<file path="config.mk">
export PLATFORM = sky130hd
export DESIGN_NAME = ps2_kbd_rx
export DESIGN_NICKNAME = d
export VERILOG_FILES = /design/src/rtl/ps2_kbd_rx_pkg.sv /design/src/rtl/ps2_kbd_rx_filter.sv /design/src/rtl/ps2_kbd_rx.sv
export SDC_FILE = /design/constraint.sdc
export NUM_CORES = 1
export LEC_CHECK = 0
export CAP_MARGIN = 20
export CORE_MARGIN = 2
export CORE_UTILIZATION = 40
export CTS_BUF_LIST = sky130_fd_sc_hd__clkbuf_8
export DETAILED_ROUTE_END_ITERATION = 8
export GPL_ROUTABILITY_DRIVEN = 0
export MAX_ROUTING_LAYER = met4
export PLACE_DENSITY_LB_ADDON = 0.2
export SYNTH_ARGS = -nofsm -noshare
export SYNTH_HDL_FRONTEND = slang
export SYNTH_SLANG_ARGS = --single-unit
</file>
<file path="constraint.sdc">
create_clock -name clk_sys -period 5.1 [get_ports clk_sys]
set_input_delay 1.02 -clock clk_sys [delete_from_list [all_inputs] [get_ports clk_sys]]
set_output_delay 1.02 -clock clk_sys [all_outputs]
set_load 0.02 [all_outputs]
</file>
<file path="src/rtl/ps2_kbd_rx_pkg.sv">
// Shared types and constants for the PS/2 keyboard receiver: frame states,
// scancode prefixes, the key-event record and the frame parity helper.
package ps2_pkg;

  typedef enum logic [1:0] {
    IDLE   = 2'd0,
    DATA   = 2'd1,
    PARITY = 2'd2,
    STOP   = 2'd3
  } ps2_state_t;

  localparam logic [7:0] PFX_EXT   = 8'hE0;
  localparam logic [7:0] PFX_REL   = 8'hF0;
  localparam logic [7:0] PFX_PAUSE = 8'hE1;
  localparam logic [7:0] CAPS_CODE = 8'h58;
  localparam logic [2:0] PAUSE_SKIP = 3'd7;

  typedef struct packed {
    logic       rel;
    logic       ext;
    logic [7:0] code;
  } key_event_t;

  // Odd parity over the data byte and its parity bit.
  function automatic logic odd_parity_ok(input logic [7:0] d, input logic p);
    return ^{d, p};
  endfunction

endpackage

</file>
<file path="src/rtl/ps2_kbd_rx_filter.sv">
// PS/2 input conditioning: two-flop synchronizers, a level filter on the
// clock line, and a registered fall pulse with the data bit captured alongside.
module ps2_filter
  import ps2_pkg::*;
#(
  parameter int FILTER = 4
) (
  input  logic clk_sys,
  input  logic reset_n,
  input  logic ps2_clk,
  input  logic ps2_data,
  output logic fall,
  output logic data
);

  localparam int CW = (FILTER < 2) ? 1 : $clog2(FILTER + 1);

  logic          clk_meta_r, clk_sync_r, data_meta_r, data_sync_r;
  logic          level_r, fall_r, data_r;
  logic [CW-1:0] cnt_r;

  // A new clock level is taken only after it has held for FILTER cycles.
  always_ff @(posedge clk_sys or negedge reset_n) begin
    if (!reset_n) begin
      clk_meta_r  <= 1'b1;
      clk_sync_r  <= 1'b1;
      data_meta_r <= 1'b1;
      data_sync_r <= 1'b1;
      level_r     <= 1'b1;
      cnt_r       <= '0;
      fall_r      <= 1'b0;
      data_r      <= 1'b1;
    end else begin
      clk_meta_r  <= ps2_clk;
      clk_sync_r  <= clk_meta_r;
      data_meta_r <= ps2_data;
      data_sync_r <= data_meta_r;
      fall_r      <= 1'b0;
      if (clk_sync_r == level_r) begin
        cnt_r <= '0;
      end else if (cnt_r == CW'(FILTER - 1)) begin
        level_r <= clk_sync_r;
        cnt_r   <= '0;
        fall_r  <= ~clk_sync_r;
        data_r  <= data_sync_r;
      end else begin
        cnt_r <= cnt_r + CW'(1);
      end
    end
  end

  assign fall = fall_r;
  assign data = data_r;

endmodule

</file>
<file path="src/rtl/ps2_kbd_rx.sv">
// PS/2 keyboard receiver: deframes 11-bit frames, folds E0/F0/E1 prefixes into
// key events and tracks Caps Lock. Define PS2_KBD_RX_FIFO_EN for a 4-entry event FIFO.
module ps2_kbd_rx
  import ps2_pkg::*;
#(
  parameter int FILTER  = 4,
  parameter int TIMEOUT = 20000
) (
  input  logic       clk_sys,
  input  logic       reset_n,
  input  logic       ps2_clk,
  input  logic       ps2_data,
  output logic       key_valid,
  output logic [7:0] key_code,
  output logic       key_ext,
  output logic       key_release,
  input  logic       key_ready,
  output logic       frame_err,
  output logic       caps_led
);

  localparam int TW = $clog2(TIMEOUT + 1);

  ps2_state_t    state_r, next_state_s;
  logic          fall_s, data_s, timeout_s, byte_done_s, ferr_s, event_s;
  logic [7:0]    shift_r;
  logic [2:0]    bit_cnt_r, skip_r;
  logic          par_ok_r, ext_r, rel_r, held_r, caps_r, frame_err_r;
  logic [TW-1:0] to_cnt_r;
  key_event_t    evt_s;

  ps2_filter #(.FILTER(FILTER)) u_filter (
    .clk_sys  (clk_sys),
    .reset_n  (reset_n),
    .ps2_clk  (ps2_clk),
    .ps2_data (ps2_data),
    .fall     (fall_s),
    .data     (data_s)
  );

  assign timeout_s = (state_r != IDLE) && !fall_s && (to_cnt_r == TW'(TIMEOUT - 1));

  // Frame state register.
  always_ff @(posedge clk_sys or negedge reset_n) begin
    if (!reset_n) state_r <= IDLE;
    else          state_r <= next_state_s;
  end

  // Frame next-state logic; a stalled frame falls back to IDLE.
  always_comb begin
    next_state_s = state_r;
    if (timeout_s) begin
      next_state_s = IDLE;
    end else if (fall_s) begin
      case (state_r)
        IDLE:    next_state_s = data_s ? IDLE : DATA;
        DATA:    next_state_s = (bit_cnt_r == 3'd7) ? PARITY : DATA;
        PARITY:  next_state_s = STOP;
        STOP:    next_state_s = IDLE;
        default: next_state_s = IDLE;
      endcase
    end else begin
      next_state_s = state_r;
    end
  end

  // Frame outputs: completed byte or framing error.
  always_comb begin
    byte_done_s = 1'b0;
    ferr_s      = 1'b0;
    if (timeout_s) begin
      ferr_s = 1'b1;
    end else if (fall_s) begin
      case (state_r)
        IDLE: ferr_s = data_s;
        STOP: begin
          if (data_s && par_ok_r) byte_done_s = 1'b1;
          else                    ferr_s      = 1'b1;
        end
        default: begin
          byte_done_s = 1'b0;
          ferr_s      = 1'b0;
        end
      endcase
    end else begin
      byte_done_s = 1'b0;
      ferr_s      = 1'b0;
    end
  end

  // Bit shifter, bit counter, parity latch and inactivity counter.
  always_ff @(posedge clk_sys or negedge reset_n) begin
    if (!reset_n) begin
      shift_r   <= 8'h00;
      bit_cnt_r <= 3'd0;
      par_ok_r  <= 1'b0;
      to_cnt_r  <= '0;
    end else begin
      if (state_r == IDLE || fall_s) to_cnt_r <= '0;
      else                           to_cnt_r <= to_cnt_r + TW'(1);
      if (fall_s) begin
        case (state_r)
          IDLE: bit_cnt_r <= 3'd0;
          DATA: begin
            shift_r   <= {data_s, shift_r[7:1]};
            bit_cnt_r <= bit_cnt_r + 3'd1;
          end
          PARITY:  par_ok_r  <= odd_parity_ok(shift_r, data_s);
          default: bit_cnt_r <= bit_cnt_r;
        endcase
      end
    end
  end

  assign event_s = byte_done_s && (skip_r == 3'd0) && (shift_r != PFX_EXT) &&
                   (shift_r != PFX_REL) && (shift_r != PFX_PAUSE);
  assign evt_s   = {rel_r, ext_r, shift_r};

  // Prefix folding: E0/F0 flags, and E1 swallows the rest of the Pause sequence.
  always_ff @(posedge clk_sys or negedge reset_n) begin
    if (!reset_n) begin
      ext_r  <= 1'b0;
      rel_r  <= 1'b0;
      skip_r <= 3'd0;
    end else if (ferr_s) begin
      ext_r  <= 1'b0;
      rel_r  <= 1'b0;
      skip_r <= 3'd0;
    end else if (byte_done_s) begin
      if (skip_r != 3'd0) begin
        skip_r <= skip_r - 3'd1;
        ext_r  <= 1'b0;
        rel_r  <= 1'b0;
      end else begin
        case (shift_r)
          PFX_EXT: ext_r <= 1'b1;
          PFX_REL: rel_r <= 1'b1;
          PFX_PAUSE: begin
            skip_r <= PAUSE_SKIP;
            ext_r  <= 1'b0;
            rel_r  <= 1'b0;
          end
          default: begin
            ext_r <= 1'b0;
            rel_r <= 1'b0;
          end
        endcase
      end
    end
  end

  // Caps Lock toggles once per press; auto-repeat is masked until the break.
  always_ff @(posedge clk_sys or negedge reset_n) begin
    if (!reset_n) begin
      caps_r <= 1'b0;
      held_r <= 1'b0;
    end else if (event_s && shift_r == CAPS_CODE && !ext_r) begin
      if (rel_r) begin
        held_r <= 1'b0;
      end else if (!held_r) begin
        caps_r <= ~caps_r;
        held_r <= 1'b1;
      end
    end
  end

`ifdef PS2_KBD_RX_FIFO_EN
  key_event_t fifo_mem_r [4];
  logic [1:0] wr_ptr_r, rd_ptr_r;
  logic [2:0] count_r;
  logic       push_s, pop_s, drop_s;

  assign pop_s  = (count_r != 3'd0) && key_ready;
  assign push_s = event_s && ((count_r != 3'd4) || pop_s);
  assign drop_s = event_s && !push_s;

  // Event FIFO; an event arriving while full is dropped and flagged.
  always_ff @(posedge clk_sys or negedge reset_n) begin
    if (!reset_n) begin
      for (int i = 0; i < 4; i++) fifo_mem_r[i] <= '0;
      wr_ptr_r    <= 2'd0;
      rd_ptr_r    <= 2'd0;
      count_r     <= 3'd0;
      frame_err_r <= 1'b0;
    end else begin
      frame_err_r <= ferr_s | drop_s;
      if (push_s) begin
        fifo_mem_r[wr_ptr_r] <= evt_s;
        wr_ptr_r             <= wr_ptr_r + 2'd1;
      end
      if (pop_s) rd_ptr_r <= rd_ptr_r + 2'd1;
      case ({push_s, pop_s})
        2'b10:   count_r <= count_r + 3'd1;
        2'b01:   count_r <= count_r - 3'd1;
        default: count_r <= count_r;
      endcase
    end
  end

  assign key_valid                         = (count_r != 3'd0);
  assign {key_release, key_ext, key_code}  = fifo_mem_r[rd_ptr_r];
`else
  key_event_t evt_r;
  logic       key_valid_r;
  logic       unused_ready_s;

  assign unused_ready_s = key_ready;

  // Strobed event outputs; the event fields hold until the next event.
  always_ff @(posedge clk_sys or negedge reset_n) begin
    if (!reset_n) begin
      key_valid_r <= 1'b0;
      evt_r       <= '0;
      frame_err_r <= 1'b0;
    end else begin
      key_valid_r <= event_s;
      frame_err_r <= ferr_s;
      if (event_s) evt_r <= evt_s;
    end
  end

  assign key_valid                        = key_valid_r;
  assign {key_release, key_ext, key_code} = evt_r;
`endif

  assign frame_err = frame_err_r;
  assign caps_led  = caps_r;

endmodule

</file>
==> tab_implementation.tex <==
\begin{tabular}{lr}
\hline
Metric & Value \\
\hline
\multicolumn{2}{l}{\textbf{Synth}} \\
\quad Post-synth EDFFs & 0 \\
\quad Number of distinct library cells after synthesis & 43 \\
\quad Cell type with the highest aggregate area in the netlist & sky130\_fd\_sc\_hd\_\_dfrtp\_1 \\
\quad Average cell area after synthesis & between 10 and 15 sq um \\
\quad Synthesis warning total & 0 \\
\quad Primary FF master, synth & sky130\_fd\_sc\_hd\_\_dfrtp\_1 \\
\quad Number of instances in the synthesized netlist & 228 \\
\quad Share of the yosys chip area belonging to registers & between 50\% and 60\% \\
\quad Fraction of synthesis flops using an asynchronous set or reset pin & 100.0\% \\
\quad Cell area after synthesis & 2693 sq um \\
\quad Leading post-synthesis cells by cell area & sky130\_fd\_sc\_hd\_\_dfrtp\_1, sky130\_fd\_sc\_hd\_\_mux2\_2, sky130\_fd\_sc\_hd\_\_dfstp\_2 \\
\quad Number of nets in the synthesized netlist & 243 \\
\quad Post-synth top area share & 48.33\% \\
\quad Number of synthesized register bits & 58 \\
\multicolumn{2}{l}{\textbf{CTS}} \\
\quad Number of resized instances in the post-cts repair step & 0 \\
\quad Count of H-tree levels built during CTS & 3 \\
\quad Setup Buffers After CTS & 0 \\
\quad Clock tree root buffer cell & sky130\_fd\_sc\_hd\_\_clkbuf\_8 \\
\quad Clock tree from TritonCTS & built \\
\quad Clock buffer count from CTS & 9 \\
\quad Clock-pin transition on the worst setup and hold timing paths & 0.07 ns \\
\quad Sinks on Clock Net & 58 \\
\quad Clock insertion delay at the later pin of the skew report & between 0.3 and 0.4 ns \\
\quad Maximum root-to-sink buffer count & 2 \\
\quad Hold-fix buffers, CTS & 0 \\
\multicolumn{2}{l}{\textbf{Timing}} \\
\quad Final-report max-slew violation count & 0 \\
\quad Crit share post-route & 45.44\% \\
\quad Final Hold Slack & around 0.36 ns \\
\quad Top achievable clock speed & approximately 430 MHz \\
\quad Final hold violation count & 0 \\
\quad Unrepaired setup endpoints after global routing & no \\
\quad Total Neg Setup Slack & 0 ns \\
\quad Setup skew after layout & just over 0.005 ns \\
\quad Final-report setup violation count & 0 \\
\quad Min cycle time layout & 2.318 ns \\
\quad Worst slew slack as a fraction of its limit & around 49\% \\
\quad Worst Tran Pin Value & 0.7712 ns \\
\multicolumn{2}{l}{\textbf{Routing}} \\
\quad Total number of vias & about 1700 \\
\quad DRC Markers & 0 \\
\quad ANT nets after route & 0 \\
\quad Routed wire per std cell & 13.56 um \\
\quad Number of detailed-routing iterations run before antenna repair & 4 \\
\quad Per-cell via count in the routed design & 5.161 \\
\quad Detailed Route Iter0 Violations & $\sim$110 \\
\quad Detailed-route wire length & 4476 um \\
\multicolumn{2}{l}{\textbf{Global routing}} \\
\quad Pin count of the biggest net entering global routing & 59 \\
\quad Total routing resource utilization after global routing & 14.34\% \\
\quad Via count of the first global-routing pass & 1726 \\
\quad Number of antenna violations at the first check in global routing & 0 \\
\quad Global-route congestion overflow total & 0 \\
\quad Global-route wire length before repair & around 8000 um \\
\multicolumn{2}{l}{\textbf{Hold path}} \\
\quad Min-Delay Path Depth & 0 \\
\quad Worst hold path class & reg -> reg \\
\multicolumn{2}{l}{\textbf{Floorplanning}} \\
\quad Die Footprint & 7404 sq um \\
\quad Initial core utilization & 41.92\% \\
\quad Vert. Die Dim & 86.05 um \\
\quad IO Count & 18 \\
\quad Cell row count & 29 \\
\quad Die X & 86.05 um \\
\quad Core footprint & 6422 sq um \\
\multicolumn{2}{l}{\textbf{Final layout}} \\
\quad Commonest non-fill, non-tap cells in the layout & sky130\_fd\_sc\_hd\_\_dfrtp\_1, sky130\_fd\_sc\_hd\_\_nor2\_1, sky130\_fd\_sc\_hd\_\_mux2\_2 \\
\quad Fillers & around 560 \\
\quad Post-route cell area & 3163 sq um \\
\quad Final net count & 263 \\
\quad Layout Area Growth over Synthesis & 17.47\% \\
\quad Count of antenna diodes in the layout & 0 \\
\quad Sequential cell area & 1459 sq um \\
\quad Multi-input logic area & 1162 sq um \\
\quad Most common cell after layout, fill and taps aside & sky130\_fd\_sc\_hd\_\_dfrtp\_1 \\
\quad Fraction of layout instances using a drive strength above 1 & 18.97\% \\
\multicolumn{2}{l}{\textbf{Worst setup path}} \\
\quad CP max-delay cell & sky130\_fd\_sc\_hd\_\_clkdlybuf4s50\_1 \\
\quad Kind of cell with the highest combined delay on the critical path & buffers and inverters \\
\quad Arrival time at the worst endpoint & 1.30 ns \\
\quad Peak fanout along the critical path & 2 \\
\quad Count of buffer and inverter cells on the critical path & 1 \\
\quad Cell count along the critical path & 1 \\
\quad Startpoint class of the critical path & register \\
\quad Largest stage delay, worst path & 0.61 ns \\
\quad Critical-path cell list & clkdlybuf4s50\_1 \\
\quad Kind of capture point of the worst setup path & output pin \\
\quad Worst reg-to-reg path cell count & 3 \\
\quad Required time reported for the critical path endpoint & 4.08 ns \\
\quad Setup CP Type & reg -> out \\
\multicolumn{2}{l}{\textbf{Placed design}} \\
\quad DPL Wire Length & 2912 um \\
\quad Port Buf Inserts & 16 \\
\quad Placed Area & between 2000 and 3000 sq um \\
\multicolumn{2}{l}{\textbf{Power and ir drop}} \\
\quad Maximum VDD drop & 215.7 uV \\
\quad Total power density per cell area & 371.5 nW/um\^{}2 \\
\quad Leakage Power & 1.436 nW \\
\multicolumn{2}{l}{\textbf{Outcome}} \\
\quad Status & finished clean \\
\multicolumn{2}{l}{\textbf{Run}} \\
\quad Max-cap violation count & 0 \\
\hline
\end{tabular}
state kept, by name (all words and copies together), names as in the netlist, 2 cells and up:
signal,flops
to_cnt_r,15
bit_cnt_r,3
state_r,2
u_filter.cnt_r,3
key_code,8
skip_r,3
shift_r,8
metrics by stage:
| stage | instances | setup WS, ns | total power [mW] | util, % |
|---|---|---|---|---|
| floorplan | 228 | 3.298 | 0.6254 | - |
| global placement | 314 | 2.914 | 0.6554 | 45.31 |
| detailed placement | 314 | 2.868 | 0.6586 | 45.31 |
| CTS | 330 | 2.755 | 1.191 | 49.25 |
| global route | 330 | 2.671 | 1.233 | 49.25 |
| finish | 330 | 2.782 | 1.175 | 49.25 |
area by class of cell:
type                    instances  area share, %
clock inverters                 5          3.204
inverters                       8         0.9494
multi-input cells             154          36.75
clock buffers                  11          4.786
well taps                      77          3.046
repair buffers                 17          5.142
flip-flops and latches         58          46.12
cells in the mapped netlist (5+ instances only):
master and instances:
sky130_fd_sc_hd__o21ai_0 6, sky130_fd_sc_hd__nand4_1 6, sky130_fd_sc_hd__xnor2_1 7, sky130_fd_sc_hd__nor2_1 18, sky130_fd_sc_hd__nand2_1 16, sky130_fd_sc_hd__dfstp_2 6
sky130_fd_sc_hd__inv_1 8, sky130_fd_sc_hd__ha_1 10, sky130_fd_sc_hd__nor3_1 5, sky130_fd_sc_hd__clkbuf_1 6, sky130_fd_sc_hd__mux2_2 18, sky130_fd_sc_hd__a21oi_1 5
sky130_fd_sc_hd__dfrtp_1 52, sky130_fd_sc_hd__and4_1 5, sky130_fd_sc_hd__nand3_1 6, sky130_fd_sc_hd__xor2_1 14
kinds of logic (layout without fill, tap and decap cells):
| kind of cell | after synthesis | in the layout | synth area share [%] |
|---|---|---|---|
| mux | 19 | 19 | 7.899 |
| buf+inv | 16 | 41 | 2.649 |
| simple gates | 82 | 82 | 17.15 |
| compound gates | 21 | 21 | 5.809 |
| flops | 58 | 58 | 54.18 |
| fa+ha+maj | 10 | 10 | 4.647 |
| xor+xnor | 22 | 22 | 7.667 |
per-layer routing:
layer	vias up	routed length [um]	global-route usage [%]
met5	-	0	-
met3	8	132	3.657
li1	837	-	-
met4	0	76	7.792
met2	25	1949	19.80
met1	833	2316	19.22
power by group:
group          leakage, nW  switching (mW)  internal (mW)
Combinational        0.523          0.0712         0.0495
Clock                0.127           0.177          0.350
Sequential           0.786          0.0325          0.495
worst paths after layout:
kind	startpoint	endpoint	slack (ns)
worst min-delay path	u_filter.data_meta_r	u_filter.data_sync_r	0.36
min in group asynchronous	reset_n	to_cnt_r[7]	0.82
worst min register to register	u_filter.data_meta_r	u_filter.data_sync_r	0.36
worst max-delay path	caps_led	caps_led	2.78
worst max register to register	u_filter.fall	key_code[0]	2.91
max in group asynchronous	reset_n	to_cnt_r[13]	3.77
Power figures use the tool's default switching activity.
